`config.mk`:
```
export PLATFORM = sky130hd
export DESIGN_NAME = ps2_scancode_rx
export DESIGN_NICKNAME = d
export VERILOG_FILES = /design/src/rtl/ps2_scancode_rx.sv
export SDC_FILE = /design/constraint.sdc
export NUM_CORES = 1
export LEC_CHECK = 0
export ABC_AREA = 1
export ABC_CLOCK_PERIOD_IN_PS = 2000
export BUFFER_PORTS_ARGS = -buffer_cell sky130_fd_sc_hd__buf_2
export CORE_UTILIZATION = 35
export DETAILED_ROUTE_END_ITERATION = 8
export SYNTH_ARGS = -nofsm -noshare
export SYNTH_HDL_FRONTEND = slang
export SYNTH_SLANG_ARGS = --single-unit
```
`constraint.sdc`:
```
create_clock -name CLK -period 2 [get_ports CLK]
set_input_delay 0.3 -clock CLK [delete_from_list [all_inputs] [get_ports CLK]]
set_output_delay 0.3 -clock CLK [all_outputs]
set_load 0.01 [all_outputs]
```
`src/rtl/ps2_scancode_rx.sv`:
```
`default_nettype none
// ============================================================================
//  Module   : ps2_scancode_rx
//  Brief    : PS/2 keyboard receiver. Synchronizes and deglitches the PS/2
//             clock, deframes 11-bit frames (start, 8 data LSB first, odd
//             parity, stop) and decodes E0/F0 prefixes into make-code strobes
//             and break-sequence release pulses.
//  Revision : 1.0 - initial release
// ============================================================================
module ps2_scancode_rx #(
  parameter int FILTER_LEN = 8,
  parameter int TIMEOUT    = 50000
) (
  input  logic       CLK,
  input  logic       RESET,
  input  logic       PS2_CLK,
  input  logic       PS2_DATA,
  output logic [7:0] scancode,
  output logic       strobe,
  output logic       extended,
  output logic       released,
  output logic       frame_err
);

  // Counter widths; the filter counter needs to reach FILTER_LEN-1 and the
  // timeout counter TIMEOUT-1.
  localparam int FW = (FILTER_LEN > 1) ? $clog2(FILTER_LEN) : 1;
  localparam int TW = (TIMEOUT > 1) ? $clog2(TIMEOUT) : 1;
  localparam logic [FW-1:0] FILT_LAST = FW'(FILTER_LEN - 1);
  localparam logic [TW-1:0] TO_LAST   = TW'(TIMEOUT - 1);

  localparam logic [7:0] BYTE_EXT = 8'hE0;
  localparam logic [7:0] BYTE_BRK = 8'hF0;

  typedef enum logic [1:0] {
    ST_IDLE   = 2'd0,
    ST_DATA   = 2'd1,
    ST_PARITY = 2'd2,
    ST_STOP   = 2'd3
  } state_t;

  // Synchronizer and filter state
  logic          clk_meta_q, clk_meta_d;
  logic          clk_sync_q, clk_sync_d;
  logic          dat_meta_q, dat_meta_d;
  logic          dat_sync_q, dat_sync_d;
  logic [FW-1:0] filt_cnt_q, filt_cnt_d;
  logic          filt_clk_q, filt_clk_d;

  // Frame receiver state
  state_t        state_q, state_d;
  logic [2:0]    bit_cnt_q, bit_cnt_d;
  logic [7:0]    shift_q, shift_d;
  logic          par_err_q, par_err_d;
  logic [TW-1:0] to_cnt_q, to_cnt_d;
  logic          ext_pend_q, ext_pend_d;
  logic          brk_pend_q, brk_pend_d;

  // Registered outputs
  logic [7:0]    scancode_q, scancode_d;
  logic          extended_q, extended_d;
  logic          strobe_q, strobe_d;
  logic          released_q, released_d;
  logic          frame_err_q, frame_err_d;

  logic          fall;
  logic          timeout_hit;

  // Two-flop synchronizers for both PS/2 lines
  always_comb begin
    clk_meta_d = PS2_CLK;
    clk_sync_d = clk_meta_q;
    dat_meta_d = PS2_DATA;
    dat_sync_d = dat_meta_q;
  end

  // Glitch filter: the filtered clock follows the synchronized clock only
  // after FILTER_LEN consecutive samples at the new level.
  always_comb begin
    filt_cnt_d = '0;
    filt_clk_d = filt_clk_q;
    if (clk_sync_q != filt_clk_q) begin
      if (filt_cnt_q == FILT_LAST) begin
        filt_clk_d = clk_sync_q;
      end else begin
        filt_cnt_d = filt_cnt_q + 1'b1;
      end
    end
  end

  // A bit is taken in the very cycle the filtered clock flips from 1 to 0.
  assign fall        = filt_clk_q & ~filt_clk_d;
  assign timeout_hit = (state_q != ST_IDLE) && !fall && (to_cnt_q == TO_LAST);

  // Inactivity counter: only runs mid-frame, restarts on every falling edge.
  always_comb begin
    to_cnt_d = to_cnt_q + 1'b1;
    if (state_q == ST_IDLE || fall || timeout_hit) begin
      to_cnt_d = '0;
    end
  end

  // Frame deframing, prefix tracking and output pulse generation
  always_comb begin
    state_d     = state_q;
    bit_cnt_d   = bit_cnt_q;
    shift_d     = shift_q;
    par_err_d   = par_err_q;
    ext_pend_d  = ext_pend_q;
    brk_pend_d  = brk_pend_q;
    scancode_d  = scancode_q;
    extended_d  = extended_q;
    strobe_d    = 1'b0;
    released_d  = 1'b0;
    frame_err_d = 1'b0;

    case (state_q)
      ST_IDLE: begin
        if (fall) begin
          if (!dat_sync_q) begin
            state_d   = ST_DATA;
            bit_cnt_d = 3'd0;
            par_err_d = 1'b0;
          end else begin
            // Start bit must be 0; a high start is a framing error.
            frame_err_d = 1'b1;
            ext_pend_d  = 1'b0;
            brk_pend_d  = 1'b0;
          end
        end
      end

      ST_DATA: begin
        if (fall) begin
          shift_d   = {dat_sync_q, shift_q[7:1]};
          bit_cnt_d = bit_cnt_q + 3'd1;
          if (bit_cnt_q == 3'd7) begin
            state_d = ST_PARITY;
          end
        end
      end

      ST_PARITY: begin
        if (fall) begin
          // Odd parity: data bits plus parity bit must hold an odd count of 1s.
          par_err_d = ~(^shift_q ^ dat_sync_q);
          state_d   = ST_STOP;
        end
      end

      ST_STOP: begin
        if (fall) begin
          // Back to IDLE immediately so a start bit right behind is not missed.
          state_d = ST_IDLE;
          if (!dat_sync_q || par_err_q) begin
            frame_err_d = 1'b1;
            ext_pend_d  = 1'b0;
            brk_pend_d  = 1'b0;
          end else if (shift_q == BYTE_EXT) begin
            ext_pend_d = 1'b1;
          end else if (shift_q == BYTE_BRK) begin
            brk_pend_d = 1'b1;
          end else if (brk_pend_q) begin
            // Break code: report the release but keep the last make code.
            released_d = 1'b1;
            ext_pend_d = 1'b0;
            brk_pend_d = 1'b0;
          end else begin
            scancode_d = shift_q;
            extended_d = ext_pend_q;
            strobe_d   = 1'b1;
            ext_pend_d = 1'b0;
          end
        end
      end

      default: begin
        state_d = ST_IDLE;
      end
    endcase

    // A stalled keyboard clock abandons the frame and any pending prefix.
    if (timeout_hit) begin
      state_d     = ST_IDLE;
      frame_err_d = 1'b1;
      ext_pend_d  = 1'b0;
      brk_pend_d  = 1'b0;
    end
  end

  // State register with asynchronous reset; lines idle high on reset
  always_ff @(posedge CLK or posedge RESET) begin
    if (RESET) begin
      clk_meta_q  <= 1'b1;
      clk_sync_q  <= 1'b1;
      dat_meta_q  <= 1'b1;
      dat_sync_q  <= 1'b1;
      filt_cnt_q  <= '0;
      filt_clk_q  <= 1'b1;
      state_q     <= ST_IDLE;
      bit_cnt_q   <= 3'd0;
      shift_q     <= 8'h00;
      par_err_q   <= 1'b0;
      to_cnt_q    <= '0;
      ext_pend_q  <= 1'b0;
      brk_pend_q  <= 1'b0;
      scancode_q  <= 8'h00;
      extended_q  <= 1'b0;
      strobe_q    <= 1'b0;
      released_q  <= 1'b0;
      frame_err_q <= 1'b0;
    end else begin
      clk_meta_q  <= clk_meta_d;
      clk_sync_q  <= clk_sync_d;
      dat_meta_q  <= dat_meta_d;
      dat_sync_q  <= dat_sync_d;
      filt_cnt_q  <= filt_cnt_d;
      filt_clk_q  <= filt_clk_d;
      state_q     <= state_d;
      bit_cnt_q   <= bit_cnt_d;
      shift_q     <= shift_d;
      par_err_q   <= par_err_d;
      to_cnt_q    <= to_cnt_d;
      ext_pend_q  <= ext_pend_d;
      brk_pend_q  <= brk_pend_d;
      scancode_q  <= scancode_d;
      extended_q  <= extended_d;
      strobe_q    <= strobe_d;
      released_q  <= released_d;
      frame_err_q <= frame_err_d;
    end
  end

  assign scancode  = scancode_q;
  assign extended  = extended_q;
  assign strobe    = strobe_q;
  assign released  = released_q;
  assign frame_err = frame_err_q;

endmodule
`default_nettype wire

```
# Word level (Yosys, flattened, before mapping)
# Index checks and enable logic that the tools add are counted.
[word_totals]
register_bits = 52
inputBits = 4
out_inout_bits = 12
wordCells = 124
[classes]
n_addsub = 3
eq_ne = 22
n_mux = 53
n_bitwise = 8
reduce_logical = 20
[ops]
columns = ["operator", "n"]
rows = [
  ["$mux W1", 34],
  ["$ne A3 B3 Y1 const B", 7],
  ["$add A16 B1 Y16 const B", 1],
  ["$eq A16 B16 Y1 const B", 1],
  ["$eq A8 B8 Y1 const B", 2],
  ["$mux W16", 1],
  ["$mux W3", 5],
  ["$mux W2", 7],
  ["$reduce_and A6 Y1", 2],
  ["$reduce_and A5 Y1", 2],
  ["$ne A2 B2 Y1 const B", 4],
  ["$pmux W1 S2", 4],
  ["$pmux W2 S4", 1],
  ["$reduce_and A4 Y1", 2],
  ["$reduce_xor A8 Y1", 1],
  ["$add A3 B1 Y3 const B", 2],
  ["$eq A3 B3 Y1 const B", 2],
  ["$not A1 Y1", 6],
  ["$pmux W3 S2", 1],
  ["$reduce_bool A2 Y1", 3],
  ["$ne A5 B5 Y1 const B", 1],
  ["$eq A2 B2 Y1 const B", 2],
  ["$ne A4 B4 Y1 const B", 1],
  ["$logic_or A1 B1 Y1", 3],
  ["other kinds (9)", 11],
]

# Logic depth before layout (Yosys ltp)
# Gate-level depths: netlist of the first run.
[logic_depth]
word_depth = 10
ltp_mapped = 11

# Worst setup path before layout of the first run
# Ideal clock, no wire load.
[synth_path]
kind = "reg-to-reg"
from = "reg filt_cnt_q[0]"
to = "reg state_q[0]"
setup_time_ps = 117
arrival_time_ps = 1594
required_ps = 1883
slack_ps = 289
stages_incl_launch_ff = 11
path_buffers = 0
period_less_slack_ps = 1711
path_cell_list = "dfrtp_1 -> ha_1 -> ha_1 -> nand3_4 -> nand2_1 -> inv_1 -> nand3_4 -> a21oi_4 -> nand2_1 -> nand2_1 -> nand2_1"
[synth_between]
elab_chain_cells = 10
elab_cells_between_ends = 16
[synth_lines]
columns = ["element", "line_no", "source"]
rows = [
  ["start: declaration", "47", "logic [FW-1:0] filt_cnt_q, filt_cnt_d;"],
  ["start signal: assignment", "217", "filt_cnt_q <= filt_cnt_d;"],
  ["$eq A3 B3 Y1 (*)", "83", "if (filt_cnt_q == FILT_LAST) begin"],
  ["$mux W1 (*)", "83", ""],
  ["$mux W1 (*)", "82", "if (clk_sync_q != filt_clk_q) begin"],
  ["$not A1 Y1 (*)", "92", "assign fall = filt_clk_q & ~filt_clk_d;"],
  ["$and A1 B1 Y1 (*)", "92", ""],
  ["$logic_not A1 Y1", "93", "assign timeout_hit = (state_q != ST_IDLE) && !fall && (to_cnt_q == TO_LAST);"],
  ["$logic_and A1 B1 Y1 (2 in a row)", "93", ""],
  ["$ne A3 B3 Y1 (no line)", "-", ""],
  ["$reduce_and A6 Y1 (no line)", "-", ""],
  ["end signal: assignment", "219", "state_q <= state_d;"],
  ["end: declaration", "51", "state_t state_q, state_d;"],
]
# Mark *: on every way between the ends. The rest lies on a longest branch, timed or not.
# A chain may end at the register's enable or synchronous reset.

# Worst setup path after layout of the first run
[layout_path]
from = "reg filt_cnt_q[0]"
to = "reg extended_q, in the netlist extended"
[layout_between]
elab_chain_cells = 6
[layout_lines]
columns = ["element", "line_no", "source"]
rows = [
  ["$eq A3 B3 Y1", "83", ""],
  ["$mux W1", "83", ""],
  ["$mux W1", "82", ""],
  ["$not A1 Y1", "92", ""],
  ["$and A1 B1 Y1", "92", ""],
  ["$reduce_and A6 Y1 (no line)", "-", ""],
  ["end signal: assignment", "227", "extended_q <= extended_d;"],
  ["end: declaration", "61", "logic extended_q, extended_d;"],
]
# No other way between the ends.

==> impl_summary.txt, run 1 <==
----------------------------------------------------
[STA]
  Final hold violations ... 0
  Clock period minus worst slack ... 1.85 ns
  Pin slew with the least headroom to its limit ... approximately 0.42 ns
  Relative slew slack ... 0.722
  Final clock skew ... approximately 0.0096 ns
  Summed negative setup slack over all endpoints ... 0 ns
  Setup-violating endpoint count in the final report ... 0
  Upper clock frequency limit ... 542 MHz
  Max Transition Viols Final ... 0
  Post-route clock period utilization ... 0.923
  RSZ-0062 raised after global routing ... true

[Clock tree]
  Clock latency of the later-clocked register in the worst-skew pair ... ~0.31 ns
  Number of setup buffers added after CTS ... 0
  Post-CTS Hold Fix Bufs ... 0
  TritonCTS clock tree ... built
  Clock transition at path regs ... 0.10 ns
  H-tree level count ... 2
  Number of buffers created by CTS ... 5
  CTS Sinks ... between 50 and 60
  Clock Tree Buf Depth ... 2
  Root Driver ... sky130_fd_sc_hd__clkbuf_8

[Global route]
  Residual overflow from global routing ... 0
  Overall Global Routing Usage ... 0.133
  Number of global-route vias before repair ... ~1,800
  Maximum number of pins on one net before global-route repair ... 53
  Number of antenna violations at the first check in global routing ... 0
  Wire length of the first global-routing pass ... approximately 8000 microns

[Synth]
  Mapped cell area ... between 2000 and 3000 sq um
  Synthesized area per cell ... 8.88 sq um
  Synthesized net count ... 317
  Cell count after synthesis ... approximately 300
  Synth Warn # ... 0
  Register bit count reported by yosys ... 52
  Sequential share of the synthesized area ... 0.492
  Number of distinct library cells after synthesis ... 37

[Placement]
  Post-place instance area ... between 2000 and 3000 sq um
  Cell count after placement ... a little over 400
  Port Buffer Count ... 15
  Hpwl dp ... roughly 3400 microns
  Last weighted congestion value of the routability-driven placer ... between 0.8 and 0.9

[Worst setup path]
  Cells along the critical path ... ha_1 -> ha_1 -> nand3_4 -> nor3_2 -> nand2_1 -> nor2_2 -> nand2_1 -> nand2_1
  Critical path endpoint category ... register
  Type of origin of the critical path ... register
  Cell type of the slowest stage on the worst timing path ... sky130_fd_sc_hd__dfrtp_1
  Worst Reg-to-Reg Cells ... 8
  WP data required ... ~2.3 ns
  Cell with the most instances on the worst path ... sky130_fd_sc_hd__nand2_1
  Worst Path Max Fanout ... 12
  Signal arrival time at the worst endpoint ... 2.10 ns
  Delay of the slowest cell on the worst path ... about 0.36 ns
  Kind of critical path ... register to register

[Power]
  Max rail drop VDD ... between 0.4 and 0.5 mV
  Part of the power in the clock network ... 0.350
  Combinational share of power ... 0.221
  Fraction of power spent switching nets ... 0.285
  Net switching power figure ... around 0.8 mW
  Static leakage ... around 1.5 nW
  Internal power consumption ... between 2 and 2.5 mW
  Power share of the sequential group ... 0.430
  Pwr dens ... between 900 and 1000 nW/um^2

[Floorplan]
  DIE AREA ... 7940 sq um
  Horiz. Die Dim ... approximately 90 microns
  Row Count ... 31
  Area of the core region ... between 7000 and 8000 sq um
  Starting density of the core ... 0.364
  Die height ... roughly 89 microns
  Count of pins on the block boundary ... 16

[Routing]
  Aggregate routed wire length ... between 4000 and 5000 microns
  Iter 0 DRT Violations ... 60
  1st-pass router iterations ... 5
  Remaining routing DRC violations ... 0
  Total via count after detailed routing ... ~1,900
  Number of nets with antenna violations after routing ... 0
  Final routed wire length divided by cell count ... between 10 and 15 microns
  Vias per std cell ... roughly 4.6

[Layout]
  Total of fill cells in the finished design ... 754
  Layout overhead on the synthesized area ... 14.1%
  Area of combinational cells with multiple inputs ... ~1200 sq um
  Final layout net count ... 339
  Area used by sequential logic in the layout ... ~1300 sq um
  Layout Cells excl Fill ... 421
  Fraction of final layout cells sized beyond drive strength 1 ... 0.168
  Count of inserted antenna diode cells ... 0
  Post-route cell area ... 3030 sq um

[Status]
  Status ... complete, no violations

[Run]
  Max_cap viols ... 0

[Min path]
  Worst hold-check path type ... input pin to async pin

----------------------------------------------------
==> what timing repair did <==
action / 4_1_cts / 5_1_grt
setup endpoints to repair: 0 / 4
endpoints found under the hold margin: 0 / 0
gates resized for setup: 0 / 2
==> worst max-delay path: cells and delay by family (launching register included) <==
kind          cells  cell delay, ns
simple gates      6            1.05
fa+ha+maj         2            0.39
flops             1            0.36
==> final timing paths <==
kind                                     from           to  slack [ns]
max in group asynchronous               RESET   clk_meta_q        1.70
worst max-delay path            filt_cnt_q[0]     extended        0.15
min in group CLK                     PS2_DATA   dat_meta_q        0.08
worst min-delay path                    RESET  to_cnt_q[4]        0.02
worst max register to register  filt_cnt_q[0]     extended        0.15
worst min register to register     clk_meta_q   clk_sync_q        0.36
==> cell usage after synthesis <==
library cell / count / area (sq um)
sky130_fd_sc_hd__buf_4: 1 / 7.51
sky130_fd_sc_hd__o21ai_1: 1 / 5.00
sky130_fd_sc_hd__a21oi_1: 8 / 40.0
sky130_fd_sc_hd__nor2_2: 1 / 6.26
sky130_fd_sc_hd__clkinv_1: 1 / 3.75
sky130_fd_sc_hd__o21bai_1: 2 / 15.0
sky130_fd_sc_hd__inv_2: 1 / 3.75
sky130_fd_sc_hd__nand3_1: 12 / 60.1
sky130_fd_sc_hd__buf_6: 1 / 11.3
sky130_fd_sc_hd__a31oi_1: 2 / 12.5
sky130_fd_sc_hd__nand4_1: 5 / 31.3
sky130_fd_sc_hd__mux2_2: 2 / 22.5
sky130_fd_sc_hd__dfrtp_1: 47 / 1180
sky130_fd_sc_hd__nand3b_1: 2 / 15.0
sky130_fd_sc_hd__dfstp_2: 5 / 131
sky130_fd_sc_hd__clkbuf_1: 1 / 3.75
sky130_fd_sc_hd__nand2_1: 71 / 267
sky130_fd_sc_hd__nor3_1: 7 / 35.0
sky130_fd_sc_hd__buf_2: 1 / 5.00
sky130_fd_sc_hd__and2_1: 1 / 6.26
sky130_fd_sc_hd__nor3_4: 1 / 16.3
sky130_fd_sc_hd__ha_1: 14 / 175
sky130_fd_sc_hd__xnor2_1: 6 / 52.6
sky130_fd_sc_hd__nor2_4: 2 / 22.5
sky130_fd_sc_hd__o31ai_1: 1 / 7.51
sky130_fd_sc_hd__xor2_1: 2 / 17.5
sky130_fd_sc_hd__a21oi_4: 1 / 16.3
sky130_fd_sc_hd__nor3b_1: 2 / 15.0
sky130_fd_sc_hd__nor2_1: 35 / 131
sky130_fd_sc_hd__nand3_4: 2 / 35.0
sky130_fd_sc_hd__o21a_1: 1 / 7.51
sky130_fd_sc_hd__o211ai_4: 1 / 21.3
sky130_fd_sc_hd__o21ai_0: 18 / 90.1
sky130_fd_sc_hd__nor3_2: 2 / 20.0
sky130_fd_sc_hd__inv_1: 33 / 124
sky130_fd_sc_hd__nand3_2: 2 / 20.0
sky130_fd_sc_hd__nand2_2: 4 / 25.0
==> cells by family (layout without fill, tap and decap cells) <==
logic type,Yosys count,in the layout,synth area share
XOR/XNOR,8,8,0.0264
buffers and inverters,39,61,0.0598
AND/OR/NAND/NOR,149,150,0.266
multiplexers,2,2,0.00848
flip-flops,52,52,0.492
adder cells (fa/ha/maj),14,14,0.0660
AO/OA/AOI/OAI,35,35,0.0811
==> cell type report <==
class | count | share of cell area
Tap cell | 99 | 0.0409
Timing Repair Buffer | 18 | 0.0363
Clock inverter | 3 | 0.0297
Multi-Input combinational cell | 209 | 0.395
Clock buffer | 5 | 0.0227
Sequential cell | 52 | 0.432
Inverter | 35 | 0.0434
==> routing by layer <==
metal,up-vias,track usage,routed length [microns]
met3,4,0.0305,119
met1,898,0.178,2370
met4,0,0.0519,53
met5,-,0,0
met2,25,0.208,2110
li1,1004,-,-
==> layout by cell type, fill, tap and decap left out, drive strengths merged <==
cell,synthesis,layout
o21ai,19,19
nand3b,2,2
inv,34,34
xnor2,6,6
nor2,38,39
nor3b,2,2
o31ai,1,1
dfrtp,47,47
a21oi,9,9
buf,3,18
and2,1,1
nand3,16,16
mux2,2,2
nor3,10,10
ha,14,14
xor2,2,2
dfstp,5,5
o21a,1,1
o211ai,1,1
nand4,5,5
bufinv,0,3
a31oi,2,2
nand2,75,75
o21bai,2,2
clkinv,1,1
clkbuf,1,5
==> through the flow <==
step	worst slack (ns)	util	hold slack [ns]	power, mW
3_5_place_dp	0.132	0.392	0.347	1.84
5_1_grt	-0.0144	0.415	0.0348	2.99
3_3_place_gp	0.196	0.392	0.346	1.84
4_1_cts	0.133	0.414	0.0300	2.84
6_report	0.154	0.415	0.0221	2.80
2_1_floorplan	0.289	-	0.304	1.72
==> power groups by stage <==
stage	clock network (mW)	logic [mW]	registers [mW]
finish	0.981	0.618	1.20
global route	1.06	0.718	1.22
CTS	1.01	0.622	1.21
detailed placement	0	0.619	1.23
global placement	0	0.617	1.22
floorplan	0	0.513	1.21
==> registers in the layout, summed over array words and instances (netlist names), 2 cells and up <==
| name | count |
|---|---|
| to_cnt_q | 16 |
| shift_q | 8 |
| filt_cnt_q | 3 |
| state_q | 2 |
| bit_cnt_q | 3 |
| scancode | 8 |
Power figures use the tool's default switching activity.
==> run 2, diff against run 1 <==
--- a/config.mk
+++ b/config.mk
@@ -7,7 +7,7 @@
 export LEC_CHECK = 0
 export ABC_AREA = 1
 export ABC_CLOCK_PERIOD_IN_PS = 2000
-export BUFFER_PORTS_ARGS = -buffer_cell sky130_fd_sc_hd__buf_2
+export BUFFER_PORTS_ARGS = -buffer_cell sky130_fd_sc_hd__buf_4
 export CORE_UTILIZATION = 35
 export DETAILED_ROUTE_END_ITERATION = 8
 export SYNTH_ARGS = -nofsm -noshare
==> run 2 against run 1 <==
Effect of this change: cell count unchanged; via count decreased by 0.98%; cell area increased by 1.2%; non-clock buffer count unchanged; clock power about the same; sequential share of layout area decreased by 0.53 points; critical path depth increased by 2; global-route usage decreased by 0.085 points; sequential power about the same; die area unchanged; sequential cell count unchanged; register-to-register slack improved by 0.03 ns; critical path type unchanged; highest routed layer unchanged.
==> impl_summary.txt, run 2 (synthesis gave the netlist of run 1 again) <==
----------------------------------------------------
[Power]
  Max rail drop VDD ... 0.387 mV (-6.0%)
  Static leakage ... 1.50 nW (+0.12%)
  Design Power ... 2.81 mW (+0.19%)
  Pwr dens ... 916 nW/um^2 (-1.0%)

[Floorplan]
  Horiz. Die Dim ... 89.1 microns (unchanged)
  Count of pins on the block boundary ... 16 (unchanged)
  Starting density of the core ... 0.364 (unchanged)
  Row Count ... 31 (unchanged)
  Die height ... 89.1 microns (unchanged)
  DIE AREA ... 7940 sq um (unchanged)
  Area of the core region ... 7290 sq um (unchanged)

[Worst setup path]
  Bufs and invs on worst path ... 1 (+1)
  Critical path endpoint category ... register
  Cells along the critical path ... ha_1 -> ha_1 -> nand3_4 -> nand2_1 -> inv_2 -> nand3_4 -> a21oi_4 -> nand2_1 -> nand2_1 -> nand2_1
  Cell type of the slowest stage on the worst timing path ... sky130_fd_sc_hd__dfrtp_1
  Kind of critical path ... register to register
  Worst Path Max Fanout ... 8 (-4)
  Cell with the most instances on the worst path ... sky130_fd_sc_hd__nand2_1
  Delay of the slowest cell on the worst path ... 0.39 ns (+0.03 ns)
  Kind of cell adding the most delay to the critical path ... simple AND/OR/NAND/NOR gates
  Reg2Reg Setup Slack ... 0.19 ns (+0.03 ns)
  Type of origin of the critical path ... register
  WP data required ... 2.20 ns (-0.05 ns)
  Signal arrival time at the worst endpoint ... 2.01 ns (-0.09 ns)

[Min path]
  Worst hold-check path type ... input pin to async pin

[Layout]
  Most flop-heavy register ... to_cnt_q
  Total of fill cells in the finished design ... 735 (-2.5%)
  Area of combinational cells with multiple inputs ... 1200 sq um (unchanged)
  Most frequent cells in the layout ... 70 x sky130_fd_sc_hd__nand2_1, 47 x sky130_fd_sc_hd__dfrtp_1, 35 x sky130_fd_sc_hd__nor2_1, 31 x sky130_fd_sc_hd__inv_1, 18 x sky130_fd_sc_hd__o21ai_0
  Number of flip-flops in the largest register ... 16 (unchanged)
  Layout overhead on the synthesized area ... 15.5%
  Most common library cell in the layout ignoring fill and taps ... sky130_fd_sc_hd__nand2_1
  Layout Cells excl Fill ... 421 (unchanged)
  Count of inserted antenna diode cells ... 0 (unchanged)
  Area used by sequential logic in the layout ... 1310 sq um (unchanged)
  Post-route cell area ... 3070 sq um (+1.2%)
  Final layout net count ... 339 (unchanged)
  Fraction of final layout cells sized beyond drive strength 1 ... 0.168 (unchanged)
  Post-route core utilization ... 0.421 (+0.00515)

[STA]
  Clock period minus worst slack ... 1.81 ns (-0.0338 ns)
  Summed negative setup slack over all endpoints ... 0 ns (unchanged)
  Upper clock frequency limit ... 552 MHz (+1.9%)
  RSZ-0062 raised after global routing ... false
  Post-route clock period utilization ... 0.906 (-0.0169)
  Max Transition Viols Final ... 0 (unchanged)
  Pin slew with the least headroom to its limit ... 0.417 ns (-0.000939 ns)
  Hold Worst Slack ... 0.0234 ns (+0.00124 ns)
  Final clock skew ... 0.00917 ns (-0.000451 ns)
  Final hold violations ... 0 (unchanged)
  Setup ws final ... 0.188 ns (+0.0338 ns)
  Setup-violating endpoint count in the final report ... 0 (unchanged)
  Relative slew slack ... 0.722 (about the same)

[Global route]
  Number of antenna violations at the first check in global routing ... 0 (unchanged)
  Number of global-route vias before repair ... 1,827 (+1.0%)
  Maximum number of pins on one net before global-route repair ... 53 (unchanged)
  Overall Global Routing Usage ... 0.132 (-0.000851)
  Residual overflow from global routing ... 0 (unchanged)
  Wire length of the first global-routing pass ... 8160 microns (unchanged)

[Clock tree]
  H-tree level count ... 2 (unchanged)
  Number of setup buffers added after CTS ... 0 (unchanged)
  Root Driver ... sky130_fd_sc_hd__clkbuf_8
  Clock latency of the later-clocked register in the worst-skew pair ... 0.30 ns (about the same)
  Clock Tree Buf Depth ... 2 (unchanged)
  CTS Sinks ... 52 (unchanged)
  Number of buffers created by CTS ... 5 (unchanged)
  Clock transition at path regs ... 0.09 ns (about the same)
  TritonCTS clock tree ... built

[Routing]
  Iter 0 DRT Violations ... 78 (+30%)
  Vias per std cell ... 4.54 (-0.98%)
  1st-pass router iterations ... 4 (-1)
  Number of nets with antenna violations after routing ... 0 (unchanged)
  Total via count after detailed routing ... 1,912 (-0.98%)
  Remaining routing DRC violations ... 0 (unchanged)
  Final routed wire length divided by cell count ... 11.1 microns (about the same)
  Aggregate routed wire length ... 4650 microns (about the same)

[Placement]
  Last weighted congestion value of the routability-driven placer ... 0.802 (-2.1%)
  Post-place instance area ... 2900 sq um (+1.3%)
  Port Buffer Count ... 15 (unchanged)
  Cell count after placement ... 412 (unchanged)
  Hpwl dp ... 3340 microns (-0.50%)
  Setup slack at placement ... 0.129 ns (-0.00353 ns)

[Status]
  Status ... complete, no violations

[Run]
  Max_cap viols ... 0 (unchanged)

----------------------------------------------------
[run 2: cell count changes in the layout (fill, tap and decap cells not counted)]
cell / before / now
sky130_fd_sc_hd__buf_2: 15 / 0
sky130_fd_sc_hd__buf_4: 2 / 17
[run 2: path summary, 6_finish.rpt]
kind,cells after the start,from,end
max,10,filt_cnt_q[0],state_q[1]
min,3,RESET,to_cnt_q[3]
max reg2reg,10,filt_cnt_q[0],state_q[1]
min reg2reg,0,clk_meta_q,clk_sync_q
max in group asynchronous,3,RESET,dat_meta_q
min in group CLK,1,PS2_DATA,dat_meta_q
[run 2: area by class of cell]
cell class                      count  area share
Clock buffer                        5      0.0224
Timing Repair Buffer               18      0.0481
Inverter                           35      0.0428
Clock inverter                      3      0.0294
Tap cell                           99      0.0404
Sequential cell                    52       0.426
Multi-Input combinational cell    209       0.390
[run 2: per-layer routing]
layer  track usage  share of wire
met3        0.0212          0.021
met2         0.212           0.46
met1         0.176           0.51
met5             0              0
met4        0.0592          0.015
[run 2: repair_timing]
action                                 4_1_cts  5_1_grt
hold buffers                                 0        0
endpoints found under the hold margin        0        0
resized for setup                            0        2
setup endpoints to repair                    0       12
[run 2: power breakdown]
group	switching, mW	internal, mW	leakage [nW]
Sequential	0.0619	1.14	0.700
Combinational	0.384	0.240	0.719
Clock	0.356	0.625	0.0784
[run 2: worst min-delay path: stages]
cell	delay, ns
sky130_fd_sc_hd__buf_4	0.11
sky130_fd_sc_hd__inv_2	0.06
sky130_fd_sc_hd__buf_12	0.24
